## src/rtl/bin2bcd_pkg.sv

```systemverilog
// Shared types and constants for the sequential double-dabble BCD converter.
package bin2bcd_pkg;

  typedef enum logic [0:0] {
    IDLE    = 1'b0,
    CONVERT = 1'b1
  } state_t;

  localparam int unsigned DIGIT_W    = 4;
  localparam logic [3:0]  ADJ_THRESH = 4'd5;
  localparam logic [3:0]  ADJ_ADD    = 4'd3;

  // Counter must hold 0..WIDTH-1; a 1-bit counter is the floor.
  function automatic int unsigned cnt_width(input int unsigned width);
    return (width > 1) ? $clog2(width) : 1;
  endfunction

endpackage

```

## src/rtl/bin2bcd_seq_if.sv

```systemverilog
// Operand/result handshake bundle for bin2bcd_seq (start/bin in, busy/done/bcd/overflow out).
interface bin2bcd_seq_if #(
  parameter int unsigned WIDTH  = 8,
  parameter int unsigned DIGITS = 3
);
  logic                  start;
  logic [WIDTH-1:0]      bin;
  logic                  busy;
  logic                  done;
  logic [4*DIGITS-1:0]   bcd;
  logic                  overflow;

  modport master (output start, bin, input busy, done, bcd, overflow);
  modport slave  (input start, bin, output busy, done, bcd, overflow);
endinterface

```

## src/rtl/bin2bcd_seq_adjust.sv

```systemverilog
// Per-digit add-3 correction applied before each double-dabble shift.
module bcd_digit_adjust
  import bin2bcd_pkg::*;
(
  input  logic [DIGIT_W-1:0] i_digit,
  output logic [DIGIT_W-1:0] o_digit
);
  always_comb begin
    o_digit = i_digit;
    if (i_digit >= ADJ_THRESH) o_digit = i_digit + ADJ_ADD;
  end
endmodule

```

## src/rtl/bin2bcd_seq.sv

```systemverilog
// Sequential binary-to-BCD converter, one bit per clock over WIDTH cycles.
// Optional sticky overflow detection is enabled with BIN2BCD_OVERFLOW_EN.
module bin2bcd_seq
  import bin2bcd_pkg::*;
#(
  parameter int unsigned WIDTH  = 8,
  parameter int unsigned DIGITS = 3
) (
  input  logic           clk,
  input  logic           reset_n,
  bin2bcd_seq_if.slave   bus
);
  localparam int unsigned CW   = cnt_width(WIDTH);
  localparam int unsigned BW   = DIGIT_W * DIGITS;
  localparam logic [CW-1:0] LAST = CW'(WIDTH - 1);

  state_t           r_state;
  logic [WIDTH-1:0] r_shift;
  logic [BW-1:0]    r_scratch;
  logic [BW-1:0]    r_bcd;
  logic [CW-1:0]    r_count;
  logic             r_busy;
  logic             r_done;

  logic [BW-1:0]    w_adj;
  logic [BW-1:0]    w_next;

  for (genvar g = 0; g < DIGITS; g++) begin : g_adj
    bcd_digit_adjust u_adj (
      .i_digit (r_scratch[g*DIGIT_W +: DIGIT_W]),
      .o_digit (w_adj[g*DIGIT_W +: DIGIT_W])
    );
  end

  // Top adjusted bit falls off here; it is only observed by the overflow flag.
  assign w_next = BW'({w_adj, r_shift[WIDTH-1]});

  always_ff @(posedge clk or negedge reset_n) begin
    if (!reset_n) begin
      r_state   <= IDLE;
      r_shift   <= '0;
      r_scratch <= '0;
      r_bcd     <= '0;
      r_count   <= '0;
      r_busy    <= 1'b0;
      r_done    <= 1'b0;
    end else begin
      r_done <= 1'b0;
      case (r_state)
        IDLE: begin
          if (bus.start) begin
            r_shift   <= bus.bin;
            r_scratch <= '0;
            r_count   <= '0;
            r_busy    <= 1'b1;
            r_state   <= CONVERT;
          end
        end
        CONVERT: begin
          r_scratch <= w_next;
          r_shift   <= r_shift << 1;
          r_count   <= r_count + 1'b1;
          if (r_count == LAST) begin
            r_bcd   <= w_next;
            r_done  <= 1'b1;
            r_busy  <= 1'b0;
            r_state <= IDLE;
          end
        end
        default: r_state <= IDLE;
      endcase
    end
  end

  assign bus.busy = r_busy;
  assign bus.done = r_done;
  assign bus.bcd  = r_bcd;

`ifdef BIN2BCD_OVERFLOW_EN
  logic r_flag;
  logic r_ovf;
  logic w_carry;

  assign w_carry = w_adj[BW-1];

  always_ff @(posedge clk or negedge reset_n) begin
    if (!reset_n) begin
      r_flag <= 1'b0;
      r_ovf  <= 1'b0;
    end else if (r_state == IDLE) begin
      if (bus.start) r_flag <= 1'b0;
    end else begin
      r_flag <= r_flag | w_carry;
      if (r_count == LAST) r_ovf <= r_flag | w_carry;
    end
  end

  assign bus.overflow = r_ovf;
`else
  assign bus.overflow = 1'b0;
`endif

endmodule

```

## src/flat_wrapper.sv

```systemverilog
// flat-port wrapper written by rule: the top's interface ports become plain ports
module bin2bcd_seq_flat import bin2bcd_pkg::*;
#(
  parameter int unsigned WIDTH  = 8,
  parameter int unsigned DIGITS = 3
)
  (clk, reset_n, bus_start, bus_bin, bus_busy, bus_done, bus_bcd, bus_overflow);
  bin2bcd_seq_if #(.WIDTH(WIDTH), .DIGITS(DIGITS)) bus_i ();
  input  logic clk;
  input  logic reset_n;
  input wire logic [$bits(bus_i.start)-1:0] bus_start;
  input wire logic [$bits(bus_i.bin)-1:0] bus_bin;
  output wire logic [$bits(bus_i.busy)-1:0] bus_busy;
  output wire logic [$bits(bus_i.done)-1:0] bus_done;
  output wire logic [$bits(bus_i.bcd)-1:0] bus_bcd;
  output wire logic [$bits(bus_i.overflow)-1:0] bus_overflow;
  assign bus_i.start = bus_start;
  assign bus_i.bin = bus_bin;
  assign bus_busy = bus_i.busy;
  assign bus_done = bus_i.done;
  assign bus_bcd = bus_i.bcd;
  assign bus_overflow = bus_i.overflow;
  bin2bcd_seq #(.WIDTH(WIDTH), .DIGITS(DIGITS)) u_core (.clk(clk), .reset_n(reset_n), .bus(bus_i));
endmodule
```

## config.mk

```make
export PLATFORM = sky130hd
export DESIGN_NAME = bin2bcd_seq_flat
export DESIGN_NICKNAME = d
export VERILOG_FILES = /design/src/rtl/bin2bcd_pkg.sv /design/src/rtl/bin2bcd_seq_if.sv /design/src/rtl/bin2bcd_seq_adjust.sv /design/src/rtl/bin2bcd_seq.sv /design/src/flat_wrapper.sv
export SDC_FILE = /design/constraint.sdc
export NUM_CORES = 1
export LEC_CHECK = 0
export BUFFER_PORTS_ARGS = -buffer_cell sky130_fd_sc_hd__buf_2
export CORE_MARGIN = 4
export CORE_UTILIZATION = 45
export DETAILED_ROUTE_END_ITERATION = 12
export PLACE_DENSITY = 0.78
export SYNTH_ARGS = -nofsm -noshare
export SYNTH_HDL_FRONTEND = slang
export SYNTH_SLANG_ARGS = --single-unit
export TNS_END_PERCENT = 1
```

## constraint.sdc

```tcl
create_clock -name clk -period 1.5 [get_ports clk]
set_input_delay 0.15 -clock clk [delete_from_list [all_inputs] [get_ports clk]]
set_output_delay 0.15 -clock clk [all_outputs]
set_load 0.05 [all_outputs]
```

==> results.txt <==
Final Critical Period = 1.469 ns
Clock-pin slew on the worst setup and hold paths = 0.07 ns
Antenna violations before repair = 0
Placed Instance Area = 2237 um^2
Ys Warns = 0
Lkg Pwr = 1.139 nW
Fmax = 680.9 MHz
Area share of the largest cell type after synthesis = 47.74%
Critical Path Fanout Max = 8
Die area = 5555 um^2
Setup TNS = 0 ns
WL/cell = 14.58 um
Initial DRC Count = 153
Worst-Skew Late Latency = 0.30 ns
Pre-CTS setup slack = -0.03716 ns
CP Capture Type = flip-flop
Die Width = 74.53 um
Post-synthesis register bit count = 38
Clk_skew = 0.007802 ns
Number of nets in the layout = 261
Number of global-route vias before repair = 1576
Max-cap violations = 0
Routed WL = 4271 um
Via density = 5.635
GP Congestion = 0.8041
DRT antenna net count = 0
Netlist cell types = 35
Setup WS post-layout = 0.03146 ns
Via count = 1651
Crit path kind = flip-flop to flip-flop
Sequential share of the synthesized area = 47.74%
Global Route Usage Sum = 17.22%
Critical path startpoint category = flip-flop
VDD IR max = 1092 uV
Placeable core area = 4144 um^2
Commonest non-fill, non-tap cell in the layout = dfrtp_1
# H-tree levels = 2
CTS max path bufs = 2
TritonCTS sink count = 38
Critical path's largest stage delay = 0.38 ns
Crit path required time = 1.69 ns
Total grt overflow = 0
Final setup viols = 0
Unrepaired setup endpoints after global routing = yes
Fillers = 364
Drt first pass iters = 4
I/O pin count = 26
Row count = 23
Synth Instances = 204
Root buf cell = clkbuf_8
CP arrival = 1.66 ns
Hold/Removal Path Class = input port to flip-flop
Final hold slack = 0.09978 ns
PwrDens = 2423 nW/um^2
Largest net degree at the start of global routing = 39
Layout cell share with drive strength beyond 1 = 31.28%
Endpoints failing hold = 0
Cell Chain, Critical Path = ha_2, ha_4, nand2_4, buf_4, a2111o_1, o311ai_2
CTS buffer count = 5
Fin area = 2455 um^2
Mean Syn Cell Area = 9.764 um^2
Drc violations = 0
Starting Density = 48.07%
Mapped cell area = 1992 um^2
Area growth syn-to-layout = 23.24%
Slew Viols, Final = 0
Port Buffers = 24
Status = completed
First-pass GRT wire length = 7169 um
Final worst-path cycle share = 97.90%
CTS tree = yes
Chip height = 74.53 um
DP HPWL = 2923 um
Ant diodes = 0
Slowest CP cell = dfrtp_1
Top post-synthesis cells by area = dfrtp_1 48%, nand2_1 5.5%, ha_1 5.0%
Most frequent cells in the layout = 38 x dfrtp_1, 29 x nand2_1, 24 x buf_2
Post-Syn Nets = 223
Largest area contributor in the netlist = dfrtp_1
-- Yosys cell counts, drive strengths merged --
cell type	n
ha	8
nor2b	4
a31oi	3
nand4	2
o32a	1
o22ai	4
inv	10
conb	1
a22o	2
clkbuf	4
dfrtp	38
a32oi	2
or4	2
a211oi	3
nor3	2
o31ai	7
nand3	14
a21oi	4
nand2	30
a311o	2
a2111o	6
o21ai	16
mux2i	8
nor3b	3
nand2b	3
a21boi	3
buf	13
nor2	5
o311ai	2
nor4	2
-- cells by family (layout without fill, tap and decap cells) --
kind of cell	count (synthesis)	after routing	share of synthesized area, %
multiplexers	8	8	4.020
AND/OR/NAND/NOR	67	67	16.33
adder cells (fa/ha/maj)	8	8	5.025
other	1	1	0.1883
buffers and inverters	27	66	6.658
flip-flops	38	38	47.74
AO/OA/AOI/OAI	55	55	20.04
-- flip-flops by register name, indices dropped and copies added, names as in the netlist --
name and flops:
u_core.bus.done 1, u_core.r_shift 8, u_core.bus.bcd 12, u_core.r_count 3, u_core.r_state 1, u_core.bus.busy 1, u_core.r_scratch 12
-- worst max-delay path: cells and delay by family, from the launching register on --
family	cells	cell delay (ns)
buffers and inverters	1	0.16
adders and majority gates	2	0.34
and+or+nand+nor	1	0.07
DFF	1	0.38
AOI/OAI and AO/OA	2	0.40
-- per-stage QoR --
step / power [mW] / utilization (%) / std cells
floorplan: 4.079 / - / 204
CTS: 5.664 / 56.85 / 293
finish: 5.949 / 59.24 / 293
global route: 6.449 / 59.24 / 293
detailed placement: 4.893 / 53.99 / 282
global placement: 4.824 / 53.99 / 282
-- where the power goes --
group	internal, mW	leakage [nW]	switching (mW)
registers	1.49	0.481	0.368
clock network	0.371	0.0482	0.355
logic	1.32	0.610	2.04
-- final timing paths --
check | slack [ns] | start | end | cells after the start
min in group asynchronous | 0.42 | reset_n | u_core.bus.bcd[11]$_DFFE_PN0P_ | 3
max in group asynchronous | 0.74 | reset_n | u_core.r_scratch[1]$_DFFE_PN0P_ | 3
max | 0.03 | u_core.r_count[0]$_DFFE_PN0P_ | u_core.bus.bcd[1]$_DFFE_PN0P_ | 6
min | 0.1 | bus_bin[0] | u_core.r_shift[0]$_DFFE_PN0P_ | 3
min reg2reg | 0.47 | u_core.bus.bcd[3]$_DFFE_PN0P_ | u_core.bus.bcd[3]$_DFFE_PN0P_ | 2
max reg2reg | 0.03 | u_core.r_count[0]$_DFFE_PN0P_ | u_core.bus.bcd[1]$_DFFE_PN0P_ | 6
-- area by class of cell --
cell class / count / area (um^2) / area share, %
Inverter: 10 / 37.54 / 1.529
Tap cell: 50 / 62.56 / 2.548
Sequential cell: 38 / 950.9 / 38.74
Clock inverter: 1 / 5.005 / 0.2039
Multi-Input combinational cell: 139 / 1010 / 41.13
Timing Repair Buffer: 48 / 302.8 / 12.33
Clock buffer: 7 / 86.33 / 3.517
-- metal layers --
layer	share of wire, %	vias to the layer above	global-route usage [%]
li1	-	812	-
met1	46	777	22.91
met2	45	56	24.49
met3	7.6	6	6.622
met4	1.5	0	8.498
met5	0	-	0
-- what timing repair did --
item	CTS	global route
hold buffers	1	0
pin swaps	1	6
buffers inserted	2	0
endpoints found under the setup margin	2	11
resized for setup	2	22
endpoints found under the hold margin	38	0
(Power assumes the default switching activity.)
